<file path="src/rtl/dense_result_collector_pkg.sv">
// Shared types for the dense-dense multiplier result path: default sizes,
// collector state encoding and the element-pair record.
package dense_pkg;
  localparam int DEF_N  = 560;
  localparam int DEF_DW = 64;

  typedef enum logic {
    RUN  = 1'b0,
    DONE = 1'b1
  } state_t;

  typedef struct packed {
    logic [DEF_DW-1:0] data0;
    logic [DEF_DW-1:0] data1;
  } pair_t;
endpackage

</file>
<file path="src/rtl/dense_result_collector_if.sv">
// Result-stream bundle between multiplier, collector and consumer.
// Optional row_sum signal is present when RESULT_ROWSUM_EN is defined.
interface dense_result_collector_if
  import dense_pkg::*;
#(
    parameter int N  = DEF_N,
    parameter int DW = DEF_DW
);
    localparam int RW = $clog2(N);

    logic          in_valid;
    logic [DW-1:0] in_data0;
    logic [DW-1:0] in_data1;
    logic          out_valid;
    logic          out_ready;
    logic [DW-1:0] out_data0;
    logic [DW-1:0] out_data1;
    logic [RW-1:0] out_row;
    logic [RW-1:0] out_col;
    logic          row_done;
    logic          mat_done;
    logic          overflow;
`ifdef RESULT_ROWSUM_EN
    logic [DW+RW-1:0] row_sum;
`endif

    // Handshake: a pair transfers on a rising edge where out_valid and
    // out_ready are both 1; while out_valid=1 the head (data, row, col) is
    // held stable and out_valid only falls after a transfer. in_valid has
    // no ready: the producer never stalls.
    modport slave (
        input  in_valid, in_data0, in_data1, out_ready,
        output out_valid, out_data0, out_data1, out_row, out_col,
        output row_done, mat_done,
`ifdef RESULT_ROWSUM_EN
        output overflow, output row_sum
`else
        output overflow
`endif
    );

    modport master (
        output in_valid, in_data0, in_data1, out_ready,
        input  out_valid, out_data0, out_data1, out_row, out_col,
        input  row_done, mat_done,
`ifdef RESULT_ROWSUM_EN
        input  overflow, input row_sum
`else
        input  overflow
`endif
    );
endinterface

</file>
<file path="src/rtl/dense_result_collector_sync_fifo.sv">
// Single-clock FIFO with wrap-around pointers and an occupancy count.
// Head is read straight from storage so a pushed entry is visible after one edge.
module sync_fifo #(
    parameter int WIDTH = 128,
    parameter int DEPTH = 16
) (
    input  logic                   clk,
    input  logic                   rst,
    input  logic                   push,
    input  logic                   pop,
    input  logic [WIDTH-1:0]       wdata,
    output logic [WIDTH-1:0]       rdata,
    output logic                   full,
    output logic                   empty,
    output logic [$clog2(DEPTH):0] count
);
    localparam int AW = $clog2(DEPTH);

    logic [WIDTH-1:0] mem [DEPTH];
    logic [AW-1:0]    wr_ptr;
    logic [AW-1:0]    rd_ptr;
    logic             do_push;
    logic             do_pop;

    assign empty   = (count == '0);
    assign full    = (count == (AW+1)'(DEPTH));
    assign do_pop  = pop & ~empty;
    // A pop frees the slot the full-case push writes into (wr_ptr == rd_ptr).
    assign do_push = push & (~full | do_pop);

    always_ff @(posedge clk) begin
        if (rst) begin
            wr_ptr <= '0;
            rd_ptr <= '0;
            count  <= '0;
        end else begin
            if (do_push) wr_ptr <= wr_ptr + AW'(1);
            if (do_pop)  rd_ptr <= rd_ptr + AW'(1);
            case ({do_push, do_pop})
                2'b10:   count <= count + 1'b1;
                2'b01:   count <= count - 1'b1;
                default: count <= count;
            endcase
        end
    end

    always_ff @(posedge clk) begin
        if (do_push) mem[wr_ptr] <= wdata;
    end

    assign rdata = empty ? '0 : mem[rd_ptr];
endmodule

</file>
<file path="src/rtl/dense_result_collector.sv">
// Buffers the multiplier's two-element result stream, tags each pair with its
// matrix position and hands it to a consumer. Optional row sum: RESULT_ROWSUM_EN.
module dense_result_collector
  import dense_pkg::*;
#(
    parameter int N     = DEF_N,
    parameter int DW    = DEF_DW,
    parameter int DEPTH = 16
) (
    input  logic                    clk,
    input  logic                    rst,
    dense_result_collector_if.slave bus,
    output state_t                  dbg_state,
    output logic [$clog2(DEPTH):0]  dbg_count
);
    localparam int            RW       = $clog2(N);
    localparam logic [RW-1:0] LAST_COL = RW'(N - 2);
    localparam logic [RW-1:0] LAST_ROW = RW'(N - 1);

    state_t          state_q;
    state_t          state_d;
    logic [RW-1:0]   row_q;
    logic [RW-1:0]   col_q;
    logic            row_done_q;
    logic            mat_done_q;
    logic            overflow_q;
    logic            fifo_full;
    logic            fifo_empty;
    logic            push;
    logic            pop;
    logic            last_col;
    logic            last_row;
    logic [2*DW-1:0] head;

    assign pop      = ~fifo_empty & bus.out_ready;
    assign push     = (state_q == RUN) & bus.in_valid & (~fifo_full | pop);
    assign last_col = (col_q == LAST_COL);
    assign last_row = (row_q == LAST_ROW);

    sync_fifo #(
        .WIDTH (2*DW),
        .DEPTH (DEPTH)
    ) u_fifo (
        .clk   (clk),
        .rst   (rst),
        .push  (push),
        .pop   (pop),
        .wdata ({bus.in_data0, bus.in_data1}),
        .rdata (head),
        .full  (fifo_full),
        .empty (fifo_empty),
        .count (dbg_count)
    );

    always_comb begin
        state_d = state_q;
        if (state_q == RUN && pop && last_col && last_row) state_d = DONE;
    end

    always_ff @(posedge clk) begin
        if (rst) state_q <= RUN;
        else     state_q <= state_d;
    end

    // Position advances in pop order, so it always names the current head.
    always_ff @(posedge clk) begin
        if (rst) begin
            row_q      <= '0;
            col_q      <= '0;
            row_done_q <= 1'b0;
            mat_done_q <= 1'b0;
            overflow_q <= 1'b0;
        end else begin
            row_done_q <= 1'b0;
            if (pop) begin
                if (last_col) begin
                    col_q      <= '0;
                    row_done_q <= 1'b1;
                    row_q      <= last_row ? '0 : row_q + RW'(1);
                    if (last_row) mat_done_q <= 1'b1;
                end else begin
                    col_q <= col_q + RW'(2);
                end
            end
            if (bus.in_valid && !push) overflow_q <= 1'b1;
        end
    end

`ifdef RESULT_ROWSUM_EN
    localparam int SW = DW + RW;

    logic [SW-1:0] sum_q;
    logic [SW-1:0] sum_base;

    // The finished row total is shown during the row_done cycle; a pop in that
    // same cycle already starts the next row from zero.
    assign sum_base = row_done_q ? '0 : sum_q;

    always_ff @(posedge clk) begin
        if (rst) begin
            sum_q <= '0;
        end else if (pop) begin
            sum_q <= sum_base + SW'(head[2*DW-1:DW]) + SW'(head[DW-1:0]);
        end else if (row_done_q) begin
            sum_q <= '0;
        end
    end

    assign bus.row_sum = sum_q;
`endif

    assign bus.out_valid = ~fifo_empty;
    assign bus.out_data0 = head[2*DW-1:DW];
    assign bus.out_data1 = head[DW-1:0];
    assign bus.out_row   = row_q;
    assign bus.out_col   = col_q;
    assign bus.row_done  = row_done_q;
    assign bus.mat_done  = mat_done_q;
    assign bus.overflow  = overflow_q;
    assign dbg_state     = state_q;
endmodule

</file>
<file path="src/flat_wrapper.sv">
// flat-port wrapper written by rule: the top's interface ports become plain ports
module dense_result_collector_flat import dense_pkg::*;
#(
    parameter int N     = DEF_N,
    parameter int DW    = DEF_DW,
    parameter int DEPTH = 16
)
  (clk, rst, dbg_state, dbg_count, bus_in_valid, bus_in_data0, bus_in_data1, bus_out_ready, bus_out_valid, bus_out_data0, bus_out_data1, bus_out_row, bus_out_col, bus_row_done, bus_mat_done, bus_overflow);
  dense_result_collector_if #(.N(N), .DW(DW)) bus_i ();
  input  logic clk;
  input  logic rst;
  output state_t dbg_state;
  output logic [$clog2(DEPTH):0] dbg_count;
  input wire logic [$bits(bus_i.in_valid)-1:0] bus_in_valid;
  input wire logic [$bits(bus_i.in_data0)-1:0] bus_in_data0;
  input wire logic [$bits(bus_i.in_data1)-1:0] bus_in_data1;
  input wire logic [$bits(bus_i.out_ready)-1:0] bus_out_ready;
  output wire logic [$bits(bus_i.out_valid)-1:0] bus_out_valid;
  output wire logic [$bits(bus_i.out_data0)-1:0] bus_out_data0;
  output wire logic [$bits(bus_i.out_data1)-1:0] bus_out_data1;
  output wire logic [$bits(bus_i.out_row)-1:0] bus_out_row;
  output wire logic [$bits(bus_i.out_col)-1:0] bus_out_col;
  output wire logic [$bits(bus_i.row_done)-1:0] bus_row_done;
  output wire logic [$bits(bus_i.mat_done)-1:0] bus_mat_done;
  output wire logic [$bits(bus_i.overflow)-1:0] bus_overflow;
  assign bus_i.in_valid = bus_in_valid;
  assign bus_i.in_data0 = bus_in_data0;
  assign bus_i.in_data1 = bus_in_data1;
  assign bus_i.out_ready = bus_out_ready;
  assign bus_out_valid = bus_i.out_valid;
  assign bus_out_data0 = bus_i.out_data0;
  assign bus_out_data1 = bus_i.out_data1;
  assign bus_out_row = bus_i.out_row;
  assign bus_out_col = bus_i.out_col;
  assign bus_row_done = bus_i.row_done;
  assign bus_mat_done = bus_i.mat_done;
  assign bus_overflow = bus_i.overflow;
  dense_result_collector #(.N(N), .DW(DW), .DEPTH(DEPTH)) u_core (.clk(clk), .rst(rst), .bus(bus_i), .dbg_state(dbg_state), .dbg_count(dbg_count));
endmodule
</file>
<file path="config.mk">
export PLATFORM = sky130hd
export DESIGN_NAME = dense_result_collector_flat
export DESIGN_NICKNAME = d
export VERILOG_FILES = /design/src/rtl/dense_result_collector_pkg.sv /design/src/rtl/dense_result_collector_if.sv /design/src/rtl/dense_result_collector_sync_fifo.sv /design/src/rtl/dense_result_collector.sv /design/src/flat_wrapper.sv
export SDC_FILE = /design/constraint.sdc
export NUM_CORES = 2
export LEC_CHECK = 0
export ABC_AREA = 0
export CAP_MARGIN = 15
export CORE_MARGIN = 2
export CORE_UTILIZATION = 42
export DETAILED_ROUTE_END_ITERATION = 8
export GPL_TIMING_DRIVEN = 1
export HOLD_SLACK_MARGIN = 0.03
export SYNTH_ARGS = -nofsm -noshare
export SYNTH_HDL_FRONTEND = slang
export SYNTH_HIERARCHICAL = 1
export SYNTH_SLANG_ARGS = --single-unit
</file>
<file path="constraint.sdc">
create_clock -name clk -period 19.8 [get_ports clk]
set_clock_uncertainty 0.15 [all_clocks]
set_input_delay 3.96 -clock clk [delete_from_list [all_inputs] [get_ports clk]]
set_output_delay 3.96 -clock clk [all_outputs]
set_load 0.05 [all_outputs]
</file>
==> results_dict.tcl <==
set metrics [dict create \
    run_status "completed" \
    floorplan_die_area_sq_mm 0.192 \
    layout_common_cells "edfxtp_1, mux4_2, clkdlybuf4s50_1" \
    critical_path.reg2reg.startpoint "u_core/u_fifo/count[0]$_SDFFE_PP0P_" \
    drv.max_cap_violation_count 0 \
    setup_total_negative_slack_ns 0 \
    wl_mm 185 \
    drtAntennaViolNets 0 \
    layout_min_cycle_time_ns 10.29 \
    groute.layer.met3.usage 0.0376 \
    max_clock_freq_ghz 0.0972 \
    design.portCount 290 \
    grt_antenna_before_repair 29 \
    port_buffers 288 \
    synth-warning-count 6 \
    yosys.area.top_type "edfxtp_1" \
    critical_path.cell_chain "buf_4 > buf_12 > buf_12 > mux4_2 > mux2i_1 > o21ai_0 > clkdlybuf4s50_1" \
    cp.arrival_ns 6.18 \
    ff2ff_setup_slack_ns 13.87 \
    cp_data_required_time_ns 15.69 \
    p_leak_nw 27.2 \
    crit_path_end_kind "output pin" \
    hold_path_class "flip-flop to flip-flop" \
    grt_max_degree 129 \
    grt_pass1_vias 37900 \
    worst_path_most_repeated_cell "buf_12" \
    post_synth_inst_count 3384 \
    timing.final.max_slew_violations 0 \
    postSynthAreaPerCell_sq_um 23.4 \
    detailed_place_hpwl_mm 92.4 \
    syn-cell-area_sq_mm 0.0790 \
    layout_overhead_on_the_synthesized_area_pct 15.6 \
    global_route.usage.met1 0.253 \
    relSlewSlack 0.285 \
    worst_supply_voltage_drop_on_vdd_uv 170 \
    finalNetCount 3916 \
    synth_enable_flop_cells 2048 \
    clock-sinks 2088 \
    cts_bufs_inserted 208 \
    cts_tree "yes" \
    die_h_um 438 \
    vias_after_detailed_routing 36300 \
    postSynthNetCount 3527 \
    ctsResizeCount 0 \
    final_min_period_over_clock_period 0.519 \
    hold_viol_final 0 \
    synthDistinctLibCells 60 \
    worst-slew-pin-transition_ns 1.07 \
    dpl_cell_area_sq_mm 0.0850 \
    report.power.total_mw 11.9 \
    end_of_the_worst_register_to_register_path "u_core/u_fifo/mem[11][82]$_DFFE_PP_" \
    setup-violations-final 0 \
    gpl.final_weighted_congestion 0.720 \
    layout-drive-gt1-share 0.226 \
    critical_path_peak_fanout 128 \
    row_count 159 \
    first_pass_iters 5 \
    total_power_per_unit_cell_area_mw_per_mm2 130 \
    gr-usage-all-layers 0.192 \
    ys_top_cells_by_area "edfxtp_1, mux4_2, mux2i_1" \
    clk_pin_slew_worst_paths_ns 0.06 \
    via_per_inst 5.64 \
    synth_largest_type_area_fraction 0.778 \
    grt_pass1_wl_mm 266 \
    synth_sequential_area_ratio 0.788 \
    timing.setup.critical_path_class "flip-flop to output pin" \
    start_util 0.422 \
    dieWidth_um 438 \
    setup.worst_path.start_class "flip-flop" \
    postSynth.asyncResetShare 0 \
    filler_cells_inserted 15100 \
    worst_stage_delay_on_the_critical_path_ns 0.93 \
    rsz0062_at_grt "false" \
    route.detailed.wl_per_inst_um 28.8 \
    cp-endpoint "bus_out_data1[51]" \
    drc 0 \
    top_usage_layer "met2" \
    cts_root_buf "clkbuf_16" \
    reg2reg_depth 12 \
    core_area_sq_mm 0.187 \
    grt_remaining_overflow 0 \
    h_tree_lvl_count 4 \
    globalRouteMet2Util 0.332 \
    cpMaxStageDelayCell "clkdlybuf4s50_1" \
    ctsLongestPathBuffers 3 \
    detail_route.iter0.violations 3102 \
    worstSkewPairLatency_ns 0.84 \
    cts_hold_repair.buffers 0 \
    final_common_cell "edfxtp_1" \
    cts_setup_buffers 0 \
    ys_dominant_reg_cell "edfxtp_1" \
    design_area_sq_mm 0.0913 \
    ys_seq_elements 2088 \
]
-- per-stage QoR --
stage                util  cells  setup WS, ns  hold slack [ns]
floorplan               -   3384          1.97            0.357
global placement    0.453   6058         10.17            0.305
detailed placement  0.453   6058         10.17            0.309
CTS                 0.487   6422          9.25            0.317
global route        0.487   6426          9.09            0.344
finish              0.487   6429          9.51            0.314
-- cell type report --
type                       count  area [sq um]  area share
antenna                        7          17.5    0.000192
clock buffer                 274          5530      0.0605
clock inverter                90           827     0.00905
inverter                      21          78.8    0.000863
multi-input combinational   1094         15900       0.174
sequential                  2088         62300       0.682
tap                         2495          3120      0.0342
timing repair buffer         360          3540      0.0387
-- where the power goes --
group | switching, mW | internal, mW | total [mW]
Combinational | 1.98 | 1.06 | 3.05
Clock | 1.63 | 2.07 | 3.70
Sequential | 0.0713 | 5.06 | 5.13
Total | 3.68 | 8.20 | 11.9
-- per-layer routing --
| metal | part of all wire | up-vias |
|---|---|---|
| met5 | 0.00081 | - |
| met4 | 0.021 | 24 |
| met3 | 0.055 | 278 |
| met2 | 0.51 | 922 |
| met1 | 0.41 | 19800 |
| li1 | - | 15300 |
-- cells in the mapped netlist (7+ instances only) --
library cell	n
a22oi_1	114
buf_4	8
nand3_1	8
xor2_1	8
nand2_1	10
ha_1	10
mux4_2	512
buf_1	23
nor2_1	27
a21oi_1	12
o21ai_0	114
buf_2	97
nor2b_1	16
clkbuf_1	47
nand2b_1	7
inv_1	20
a211oi_1	29
mux2i_1	133
and2_1	8
edfxtp_1	2048
dfxtp_1	40
-- worst max-delay path, delay by kind of cell (launching register included) --
family                 cells  cell delay (ns)
buffers and inverters      4             3.10
flip-flops                 1             0.86
AO/OA/AOI/OAI              1             0.59
multiplexers               2             0.44
-- cell families (layout without fill, tap and decap cells) --
family / after synthesis / in the layout / synth area share
flops: 2088 / 2088 / 0.788
mux: 645 / 645 / 0.163
compound gates: 301 / 301 / 0.0247
buf+inv: 202 / 745 / 0.0116
simple gates: 122 / 122 / 0.00904
xor+xnor: 14 / 14 / 0.00155
fa+ha+maj: 11 / 11 / 0.00184
other cells: 1 / 8 / 0.0000475
-- flip-flops by register name (all words and copies together) (netlist names), named ones only --
| signal | flops |
|---|---|
| u_core/bus.out_row | 10 |
| u_core/u_fifo/rd_ptr | 4 |
| u_core/u_fifo/count | 5 |
| u_core/bus.overflow | 1 |
| u_core/bus.row_done | 1 |
| u_core/bus.out_col | 9 |
| u_core/u_fifo/mem | 2048 |
| u_core/dbg_state | 1 |
| u_core/u_fifo/wr_ptr | 4 |
| u_core/bus.mat_done | 1 |
-- worst min path at each step --
stage | from | endpoint | slack [ns] | cells after the start
2_1_floorplan | u_core/u_fifo/rd_ptr[2]$_SDFFE_PP0N_ | flip-flop | 0.36 | 2
3_3_place_gp | u_core/bus.mat_done$_SDFFE_PP0P_ | u_core/bus.mat_done$_SDFFE_PP0P_ | 0.31 | 2
3_5_place_dp | u_core/bus.mat_done$_SDFFE_PP0P_ | u_core/bus.mat_done$_SDFFE_PP0P_ | 0.31 | 2
4_1_cts | u_core/bus.mat_done$_SDFFE_PP0P_ | u_core/bus.mat_done$_SDFFE_PP0P_ | 0.32 | 2
5_1_grt | u_core/bus.mat_done$_SDFFE_PP0P_ | u_core/bus.mat_done$_SDFFE_PP0P_ | 0.34 | 2
6_report | u_core/bus.mat_done$_SDFFE_PP0P_ | u_core/bus.mat_done$_SDFFE_PP0P_ | 0.31 | 2
(Power assumes the default switching activity.)
